===== config.mk =====
export PLATFORM = sky130hd
export DESIGN_NAME = uart_rx_bit_timer
export DESIGN_NICKNAME = d
export VERILOG_FILES = /design/src/rtl/uart_rx_timer_pkg.sv /design/src/rtl/uart_rx_bit_timer_tick_gen.sv /design/src/rtl/uart_rx_bit_timer.sv
export SDC_FILE = /design/constraint.sdc
export NUM_CORES = 1
export LEC_CHECK = 0
export BUFFER_PORTS_ARGS = -buffer_cell sky130_fd_sc_hd__buf_2
export CORE_AREA = 3 3 81 83
export CTS_BUF_LIST = sky130_fd_sc_hd__clkbuf_4 sky130_fd_sc_hd__clkbuf_8
export CTS_CLUSTER_DIAMETER = 120
export CTS_CLUSTER_SIZE = 16
export DETAILED_ROUTE_END_ITERATION = 10
export DIE_AREA = 0 0 84 86
export PLACE_DENSITY = 0.69
export SLEW_MARGIN = 20
export SYNTH_ARGS = -nofsm -noshare
export SYNTH_HDL_FRONTEND = slang
export SYNTH_SLANG_ARGS = --single-unit

===== constraint.sdc =====
create_clock -name clk -period 6.3 [get_ports clk]
set_input_delay 0.315 -clock clk [delete_from_list [all_inputs] [get_ports clk]]
set_output_delay 0.315 -clock clk [all_outputs]
set_load 0.005 [all_outputs]

===== src/rtl/uart_rx_timer_pkg.sv =====
// Shared types and constants for the UART receive bit-timing engine.
package uart_rx_timer_pkg;

   typedef enum logic [2:0] {
      ST_IDLE   = 3'd0,
      ST_HALF   = 3'd1,
      ST_DATA   = 3'd2,
      ST_PARITY = 3'd3,
      ST_STOP   = 3'd4,
      ST_DONE   = 3'd5
   } state_e;

   typedef enum logic [1:0] {
      KIND_START  = 2'd0,
      KIND_DATA   = 2'd1,
      KIND_PARITY = 2'd2,
      KIND_STOP   = 2'd3
   } kind_e;

   localparam int MIN_PERIOD = 2;

endpackage


===== src/rtl/uart_rx_bit_timer_tick_gen.sv =====
// Free-running period counter that pulses once every 'target' enabled cycles.
module bit_tick_gen #(
   parameter int PERIOD_BITS = 14
) (
   input  logic                   clk,
   input  logic                   n_rst,
   input  logic                   clear_i,
   input  logic                   enable_i,
   input  logic [PERIOD_BITS-1:0] target_i,
   output logic                   tick_o
);

   logic [PERIOD_BITS-1:0] count_q, count_d;

   // A clear suppresses the tick so a cancel can never leak a strobe.
   assign tick_o = enable_i && !clear_i && (count_q == target_i - PERIOD_BITS'(1));

   always_comb begin
      count_d = count_q;
      if (clear_i || tick_o)
         count_d = '0;
      else if (enable_i)
         count_d = count_q + PERIOD_BITS'(1);
   end

   always_ff @(posedge clk or negedge n_rst) begin
      if (!n_rst)
         count_q <= '0;
      else
         count_q <= count_d;
   end

endmodule


===== src/rtl/uart_rx_bit_timer.sv =====
// UART RX bit-timing FSM: centre-of-bit strobes, false-start rejection, abort.
module uart_rx_bit_timer
   import uart_rx_timer_pkg::*;
#(
   parameter int PERIOD_BITS = 14,
   parameter int SIZE_BITS   = 4
) (
   input  logic                   clk,
   input  logic                   n_rst,
   input  logic                   start,
   input  logic                   abort,
   input  logic                   serial_in,
   input  logic [PERIOD_BITS-1:0] bit_period,
   input  logic [SIZE_BITS-1:0]   data_size,
   input  logic                   parity_en,
   input  logic                   two_stop,
   output logic                   sample_strobe,
   output logic [1:0]             sample_kind,
   output logic [SIZE_BITS-1:0]   bit_index,
   output logic                   busy,
   output logic                   packet_done,
   output logic                   false_start
);

   state_e                 state_q, state_d;
   logic [PERIOD_BITS-1:0] period_q, period_d;
   logic [SIZE_BITS-1:0]   size_q, size_d;
   logic                   par_q, par_d;
   logic                   two_q, two_d;
   logic [SIZE_BITS-1:0]   idx_q, idx_d;
   logic                   stop2_q, stop2_d;

   logic                   tick;
   logic                   tick_clear;
   logic                   tick_en;
   logic [PERIOD_BITS-1:0] tick_target;

   assign tick_clear  = (state_q == ST_IDLE) || abort;
   assign tick_en     = (state_q == ST_HALF) || (state_q == ST_DATA) ||
                        (state_q == ST_PARITY) || (state_q == ST_STOP);
   assign tick_target = (state_q == ST_HALF) ? (period_q >> 1) : period_q;

   bit_tick_gen #(.PERIOD_BITS(PERIOD_BITS)) u_tick (
      .clk      (clk),
      .n_rst    (n_rst),
      .clear_i  (tick_clear),
      .enable_i (tick_en),
      .target_i (tick_target),
      .tick_o   (tick)
   );

   always_comb begin
      state_d  = state_q;
      period_d = period_q;
      size_d   = size_q;
      par_d    = par_q;
      two_d    = two_q;
      idx_d    = idx_q;
      stop2_d  = stop2_q;
      if (state_q != ST_IDLE && abort) begin
         state_d = ST_IDLE;
      end else begin
         case (state_q)
            ST_IDLE: if (start && !abort) begin
               state_d  = ST_HALF;
               period_d = (bit_period < PERIOD_BITS'(MIN_PERIOD)) ? PERIOD_BITS'(MIN_PERIOD)
                                                                  : bit_period;
               size_d   = (data_size == '0) ? SIZE_BITS'(1) : data_size;
               par_d    = parity_en;
               two_d    = two_stop;
               idx_d    = '0;
               stop2_d  = 1'b0;
            end
            ST_HALF: if (tick) state_d = serial_in ? ST_IDLE : ST_DATA;
            ST_DATA: if (tick) begin
               if (idx_q == size_q - SIZE_BITS'(1)) begin
                  state_d = par_q ? ST_PARITY : ST_STOP;
                  idx_d   = '0;
               end else begin
                  idx_d = idx_q + SIZE_BITS'(1);
               end
            end
            ST_PARITY: if (tick) state_d = ST_STOP;
            ST_STOP: if (tick) begin
               if (two_q && !stop2_q)
                  stop2_d = 1'b1;
               else
                  state_d = ST_DONE;
            end
            ST_DONE: state_d = ST_IDLE;
            default: state_d = ST_IDLE;
         endcase
      end
   end

   always_ff @(posedge clk or negedge n_rst) begin
      if (!n_rst) begin
         state_q  <= ST_IDLE;
         period_q <= '0;
         size_q   <= '0;
         par_q    <= 1'b0;
         two_q    <= 1'b0;
         idx_q    <= '0;
         stop2_q  <= 1'b0;
      end else begin
         state_q  <= state_d;
         period_q <= period_d;
         size_q   <= size_d;
         par_q    <= par_d;
         two_q    <= two_d;
         idx_q    <= idx_d;
         stop2_q  <= stop2_d;
      end
   end

   // Strobe qualifiers are forced to zero outside strobe cycles.
   always_comb begin
      sample_kind = 2'd0;
      if (tick) begin
         case (state_q)
            ST_DATA:   sample_kind = KIND_DATA;
            ST_PARITY: sample_kind = KIND_PARITY;
            ST_STOP:   sample_kind = KIND_STOP;
            default:   sample_kind = KIND_START;
         endcase
      end
   end

   assign sample_strobe = tick;
   assign bit_index     = (state_q == ST_DATA) ? idx_q : '0;
   assign busy          = (state_q != ST_IDLE);
   assign packet_done   = (state_q == ST_DONE) && !abort;
   assign false_start   = tick && (state_q == ST_HALF) && serial_in;

endmodule


# == Word-level counts from Yosys, hierarchy flattened ==
# Index checks and enable logic that the tools add are counted.
# totals
register_bits,42
latchBits,0
mem_bits_rw,0
rom_bits,0
inputBits,25
elab_cells,85
memories,0
# op_classes
addsub,4
multipliers,0
n_div,0
n_lt_le_gt_ge,1
n_eq_ne,18
shift,0
n_mux,27
bitwise,1
n_reduce_logical,26
# op_table
op,n
$mux W14,4
$mux W3,9
$mux W4,5
$pmux W3 S5,1
$add A14 B1 Y14 const B,1
$eq A14 B14 Y1,1
$lt A14 B2 Y1 const B,1
$sub A14 B1 Y14 const B,1
$ne A3 B2 Y1 const B,4
$logic_and A1 B1 Y1,8
$pmux W4 S2,1
$reduce_and A7 Y1,1
$eq A3 B2 Y1 const B,2
$eq A3 B3 Y1 const B,2
$ne A3 B1 Y1 const B,2
$pmux W2 S3,1
$reduce_bool A2 Y1,3
$logic_or A1 B1 Y1,5
$reduce_and A5 Y1,1
$add A4 B1 Y4 const B,1
$eq A4 B4 Y1,1
$logic_not A4 Y1,1
$mux W2,2
$ne A2 B1 Y1 const B,2
other kinds (12),17

# == Logic depth before layout (Yosys ltp) ==
# Gate-level depths: netlist of the first run.
# depth
depth_word,9
ltp_mapped,15
mapped_depth_nobuf,12

# == Modules after synthesis ==
# A second synthesis of the first run with hierarchy kept.
# unflattened
hier_cells,297
hier_area_um2,2939.1
# by_module_without_submodules
mod,instances,cells_per_inst,area_each_um2
uart_rx_bit_timer,1,153,1666.6
bit_tick_gen,1,144,1272.5

# == Worst setup path after synthesis of the first run ==
# OpenSTA, ideal clock, no wires.
# synth_path
kind,reg2out
start,reg state_q[0]
end,out sample_kind[1]
arrival_time_ns,3.827
setup_slack_ns,2.158
path_stages_with_launch,13
n_path_buf,1
cell_sequence,dfrtp_1 nor3b_2 buf_2 mux2i_1 ha_1 or4b_4 or4_4 o31a_2 a211oi_2 xnor2_1 nand4_2 nor3_2 a21boi_0
# synth_via
elab_chain_cells,7
# synth_lines
element,line,text
start: declaration,uart_rx_bit_timer.sv:25,"state_e state_q, state_d;"
start signal: assignment,uart_rx_bit_timer.sv:106,state_q <= state_d;
branches (longest 5 deep; another with $sub A14 B1 Y14),n/a,
$logic_and A1 B1 Y1 (*),uart_rx_bit_timer_tick_gen.sv:16,assign tick_o = enable_i && !clear_i && (count_q == target_i - PERIOD_BITS'(1));
net sample_strobe,uart_rx_bit_timer.sv:17,"output logic sample_strobe,"
$mux W2 (*),uart_rx_bit_timer.sv:119,if (tick) begin
end: declaration,uart_rx_bit_timer.sv:18,"output logic [1:0] sample_kind,"
# Mark *: on every way through the listed nets, which the timed path passes.

# == Worst setup path in the final report of the first run ==
# layout_path
start,reg state_q[1]
end,out sample_kind[1]
# layout_via
elab_chain_cells,7
# layout_lines
element,line
branches (longest 6 deep; another with $sub A14 B1 Y14),n/a
$mux W2 (*),uart_rx_bit_timer.sv:119
# Mark *: on every way between the ends.

==> metrics.cfg, run 1 <==
[outcome]
status=completed

[worst_setup_path]
critPathCapture=sample_kind[1]
critPathMaxFanout=13
cp_data_arrival_time_ns=4.77
startpoint_type=register
end_kind=primary output
required_ns=5.98
r2r-start=state_q[1]
r2r_end=u_tick.count_q[11]
startpoint=state_q[1]
critPathKind=reg2out
reg2reg_depth=12
regToRegSetupSlack_ns=1.46

[cells_and_area]
final_common_cell=dfrtp_1
drive_gt1_share_pct=22.8
final_cells=417
synthToLayoutAreaGrowth_pct=10.3
final_nets=370
num_antenna_cells=0
final_cell_mix=42 x dfrtp_1, 34 x nor2_1, 34 x buf_2
nFillCells=564
ff_latch_area_mm2=0.00105
multiInputGateArea_mm2=0.00172
final_core_util_pct=53.9

[global_routing]
grt_max_degree=43
grt_pass1_wl_um=11000
grt_pass1_vias=2257
antenna_found_initial=0
gr-total-overflow=0
grtUsageTotal_pct=18.9

[clocking]
cts_made_buffers=5
postCtsSetupRepairBufs=0
cts_buffer_depth=2
cts-resized-gates=0
hold_buffers=0
clock_sinks=42
cts.reportedPaths.clkPinSlew_ns=0.08
clockRootBuffer=clkbuf_8
tritoncts=built
cts.htree.levels=2
insertion_delay_ns=0.30

[placed_design]
dp_cells=409
post-dp-hpwl_um=4590
io_buffers=34
gp_congestion=0.919

[timing]
tightest_slew_ns=0.931
period_needed_ns=5.08
final.setup.tns_ns=0
fmax_mhz=197
setup_viol=0
finClkSkew_ns=0.00229
grt_setup_unrepaired=false
slew_headroom_pct=38.0
drv_slew=0
hold_violations=0
fin_crit_sh_pct=80.6

[logic_synthesis]
synthTopCellsByArea=dfrtp_1 36%, xnor2_1 7.9%, mux2_2 6.2%, nor2_1 4.5%, xor2_1 4.5%
ys_async_sr_fraction_pct=100
yosysSeqAreaShare_pct=36.4
synth.net_count=342
synth_edf_count=0
synthFlopType=dfrtp_1
yosysTopAreaCell=dfrtp_1
synth.avg_cell_area_um2=9.23
synth-seq-cells=42
synthCells=313
syn_area_mm2=0.00289
netlist.area_leader.share_pct=36.4
synth.distinct_cells=56
ys.warnings.count=0

[flow_run]
max-cap-violations=0

[pwr]
max-vdd-ir-drop_uv=137
clockPowerShare_pct=22.8
switchingPower_mw=0.288
power.density_mw_per_mm2=255
pwr-share-seq_pct=45.3
comb_power_share_pct=31.9
internal-power_mw=0.526
switching_share_pct=35.3
p_leak_nw=1.35

[drt]
drt_iter0_markers=131
ant_nets=0
dr_total_vias=2396
remaining_drc_errors=0
first_pass_iters=4
avgRoutedWirePerCell_um=15.5
post_drt_via_cell_ratio=5.75
routed_wirelength_um=6460

[floorplanning]
core-area_mm2=0.00592
die_x_um=84
rows=28
dieArea_mm2=0.00722
io_pins=35
initial_core_util_pct=48.8
die_y_um=86

[worst_hold_path]
min-delay-path-class=in2async

## stage by stage
stage / hold slack [ns] / setup slack [ns] / power [mW] / area, µm²
6_report: 0.150 / 1.22 / 0.814 / 3190
5_1_grt: 0.233 / 0.911 / 0.869 / 3190
4_1_cts: 0.190 / 1.24 / 0.820 / 3190
3_5_place_dp: 0.496 / 1.48 / 0.631 / 3090
3_3_place_gp: 0.484 / 1.71 / 0.625 / 3090
2_1_floorplan: 0.0194 / 2.16 / 0.572 / 2890
## cells by family (layout without fill, tap and decap cells)
| logic type | count (synthesis) | count (layout) | synth area share, % |
|---|---|---|---|
| muxes | 26 | 26 | 9.70 |
| DFF | 42 | 42 | 36.4 |
| adders and majority gates | 4 | 4 | 1.73 |
| buffers and inverters | 27 | 56 | 4.37 |
| xor gates and xnor gates | 41 | 41 | 12.4 |
| AOI/OAI and AO/OA | 53 | 53 | 12.9 |
| and+or+nand+nor | 120 | 120 | 22.5 |
## critical path, stage by stage, from the launching register on
cell and delay, ns:
dfrtp_1 0.52, nor3b_2 0.72, mux2i_1 0.37, ha_1 0.28, or4b_4 0.51, or4_4 0.46
o31a_2 0.30, a211oi_2 0.17, xnor2_1 0.16, nand4_2 0.14, nor3_2 0.49, a21boi_0 0.22
buf_2 0.13
## power groups by stage
stage | clock [mW] | combinational [mW] | sequential, mW
after floorplan | 0 | 0.232 | 0.339
after global placement | 0 | 0.252 | 0.372
after detailed placement | 0 | 0.258 | 0.373
after CTS | 0.191 | 0.260 | 0.368
after global routing | 0.202 | 0.290 | 0.377
final | 0.186 | 0.260 | 0.369
## synthesized netlist by cell type, types with 2 or more instances
cell type and number:
nor3_1 8, dfrtp_1 42, mux2_2 16, mux2i_1 10, inv_1 11, xor2_1 15
nor3_2 3, nand4_1 6, clkbuf_1 8, nand4_2 2, nor4_1 5, o31ai_1 5
buf_6 2, nand2_1 21, and3_1 11, o221ai_1 2, o21ai_0 13, o22a_1 2
and2_1 2, buf_2 2, or3_1 4, o41ai_1 3, nand3_1 9, o31a_1 2
buf_1 2, a21oi_1 13, xnor2_1 26, ha_1 4, or3b_2 2, nor2b_1 2
nor2_1 35
## sequential cells by signal, indices dropped and copies added (netlist names)
signal and count:
period_q 14, u_tick.count_q 14, idx_q 4, size_q 4, state_q 3, par_q 1, stop2_q 1, two_q 1
## worst min path at each step
stage / from / end / slack, ns
finish: n_rst / u_tick.count_q[2] / 0.15
global route: n_rst / u_tick.count_q[0] / 0.23
CTS: n_rst / u_tick.count_q[0] / 0.19
detailed placement: stop2_q / stop2_q / 0.50
global placement: stop2_q / stop2_q / 0.48
floorplan: n_rst / idx_q[0] / 0.02
## final cells by class
class                   count  share of cell area, %
clock inverters             1                  0.157
well taps                  75                   2.94
multi-input cells         244                   53.8
repair buffers             37                   6.04
inverters                  11                   1.29
flip-flops and latches     42                   33.0
clock buffers               7                   2.82
## routing by layer
layer	share of wire, %	vias to the layer above	GRT usage [%]
met5	0	-	0
met4	2.3	0	7.02
li1	-	1174	-
met2	46	63	28.9
met3	4.7	12	2.98
met1	47	1147	27.1
(Power assumes the default switching activity.)
==> run 2, diff against run 1 <==
- PLACE_DENSITY: 0.69 -> 0.72
- clock period: 6.3 -> 4.3 ns (I/O delays scaled with it)
==> run 2 against run 1 <==
Net effect:
- die area stayed put
- global-route usage is 0.49 points higher
- cell count is 2.4% higher
- register-to-register slack worse by 1.3 ns
==> metrics.cfg, run 2 (synthesized netlist as in run 1, its figures left out) <==
[drt]
dr_total_vias=2479  ; +3.5%
first_pass_iters=4  ; unchanged
post_drt_via_cell_ratio=5.81  ; +1.0%
avgRoutedWirePerCell_um=16.0  ; +3.0%
remaining_drc_errors=0  ; unchanged
wl_met2_um=3230  ; +8.7%
met1_length_um=3050  ; +0.53%
routed_wirelength_um=6810  ; +5.5%
drt_iter0_markers=184  ; +40%
ant_nets=0  ; unchanged
wl_met3_um=391  ; +29%
routed.top_layer=met4

[clocking]
cts_made_buffers=5  ; unchanged
clockRootBuffer=clkbuf_8
tritoncts=built
hold_buffers=0  ; unchanged
cts.reportedPaths.clkPinSlew_ns=0.09  ; about the same
cts.htree.levels=2  ; unchanged
clock_sinks=42  ; unchanged
cts_buffer_depth=2  ; unchanged
insertion_delay_ns=0.30  ; about the same

[global_routing]
grt_pass1_vias=2344  ; +3.9%
antenna_found_initial=0  ; unchanged
gr-total-overflow=0  ; unchanged
grt_pass1_wl_um=11400  ; +3.6%
grtUsageTotal_pct=19.4  ; +0.49 points
grt_max_degree=43  ; unchanged

[timing]
final.setup.tns_ns=0  ; unchanged
fmax_mhz=241
fin_crit_sh_pct=96.4
finClkSkew_ns=0.00827  ; +0.00598 ns
drv_slew=0  ; unchanged
hold_violations=0  ; unchanged
period_needed_ns=4.15
tightest_slew_ns=0.931  ; +0.000274 ns
hold_ws_ns=0.0573  ; -0.0927 ns
grt_setup_unrepaired=false
slew_headroom_pct=37.9  ; about the same
setup_viol=0  ; unchanged

[cells_and_area]
synthToLayoutAreaGrowth_pct=14.6
post-route-cell-area_mm2=0.00331  ; +3.9%
num_antenna_cells=0  ; unchanged
final_nets=380  ; +2.7%
final_common_cell=dfrtp_1
final_core_util_pct=56.0  ; +2.1 points
drive_gt1_share_pct=26.1  ; +3.3 points
final_cells=427  ; +2.4%
final_cell_mix=41 x dfrtp_1, 34 x nor2_1, 34 x buf_2
reg.largest.list=period_q x14, u_tick.count_q x14

[worst_setup_path]
worstPathCellList=nor3b_4, mux2i_2, ha_2, or4b_4, or4_4, o31a_2, a211oi_2, xnor2_1, nand4_2, nor3_4, buf_4, and3_1, buf_2
reg2reg_depth=13  ; +1
end_kind=primary output
r2r_end=idx_q[3]
path_delay_family=simple AND/OR/NAND/NOR gates
critPathMaxFanout=8  ; -5
r2r-start=state_q[0]
critPathMaxStageDelay_ns=0.50  ; -0.22 ns
path_buf_inv=2  ; +1
critPathKind=reg2out
cp_data_arrival_time_ns=3.93  ; -0.84 ns
regToRegSetupSlack_ns=0.17  ; -1.29 ns
required_ns=4.09  ; -1.89 ns
startpoint_type=register
crit_cells=13  ; +1
cp_slowest_cell=or4b_4

[floorplanning]
rows=28  ; unchanged
dieArea_mm2=0.00722  ; unchanged
initial_core_util_pct=48.8  ; unchanged
die_x_um=84  ; unchanged
die_y_um=86  ; unchanged
core-area_mm2=0.00592  ; unchanged
io_pins=35  ; unchanged

[placed_design]
post-dp-hpwl_um=4740  ; +3.1%
placed_cell_area_mm2=0.00312  ; +0.73%
gp_congestion=0.903  ; -1.8%
io_buffers=34  ; unchanged
dp_cells=412  ; +0.73%

[pwr]
max-vdd-ir-drop_uv=178  ; +29%
p_leak_nw=1.41  ; +4.3%
power.density_mw_per_mm2=383  ; +50%

[outcome]
status=completed

[flow_run]
max-cap-violations=0  ; unchanged

[worst_hold_path]
min-delay-path-class=in2async

==> run 2: worst max-delay path by stage <==
stage	start	endpoint	slack, ns
after global placement	state_q[0]	u_tick.count_q[5]	0.13
after global routing	state_q[0]	idx_q[3]	0.004
final	state_q[0]	sample_kind[0]	0.15
after detailed placement	state_q[0]	u_tick.count_q[13]	-0.06
after floorplan	state_q[0]	u_tick.count_q[10]	0.16
after CTS	state_q[0]	sample_kind[1]	0.06
==> run 2: layout make-up <==
| cell class | instances | area, µm² |
|---|---|---|
| multi-input combinational | 244 | 1740 |
| sequential | 42 | 1050 |
| tap | 75 | 93.8 |
| clock buffer | 5 | 68.8 |
| timing repair buffer | 47 | 268 |
| fill | 519 | 2610 |
| clock inverter | 3 | 45.0 |
| inverter | 11 | 41.3 |
==> run 2: repair_timing <==
item                                    CTS  global route
endpoints found under the setup margin   18            18
resized for setup                         4             2
pin swaps                                 1             1
buffers inserted                          3             4
==> run 2: where the power goes <==
group | total, mW | internal (mW) | switching (mW) | leakage, nW
clock | 0.318 | 0.173 | 0.146 | 0.0504
combinational | 0.415 | 0.205 | 0.210 | 0.816
sequential | 0.536 | 0.448 | 0.0881 | 0.540
==> run 2: worst reg2reg max path: stages (launching register included) <==
cell	delay, ns
dfrtp_2	0.43
nor3b_4	0.30
mux2i_2	0.28
ha_2	0.24
or4b_4	0.50
or4_4	0.45
o31a_2	0.30
a211oi_2	0.16
xnor2_1	0.15
nand4_2	0.15
buf_4	0.18
o31a_1	0.35
or2_4	0.28
o41ai_2	0.26
==> run 2: routing by layer <==
layer,vias up,track usage [%]
met4,0,5.99
li1,1200,-
met5,-,0
met3,13,3.07
met2,85,31.7
met1,1181,26.5
==> run 2: stage by stage <==
stage	power (mW)	worst slack, ns
final	1.27	0.154
after global routing	1.34	0.00441
after CTS	1.26	0.0602
after detailed placement	0.932	-0.0554
after floorplan	0.838	0.165
after global placement	0.920	0.128
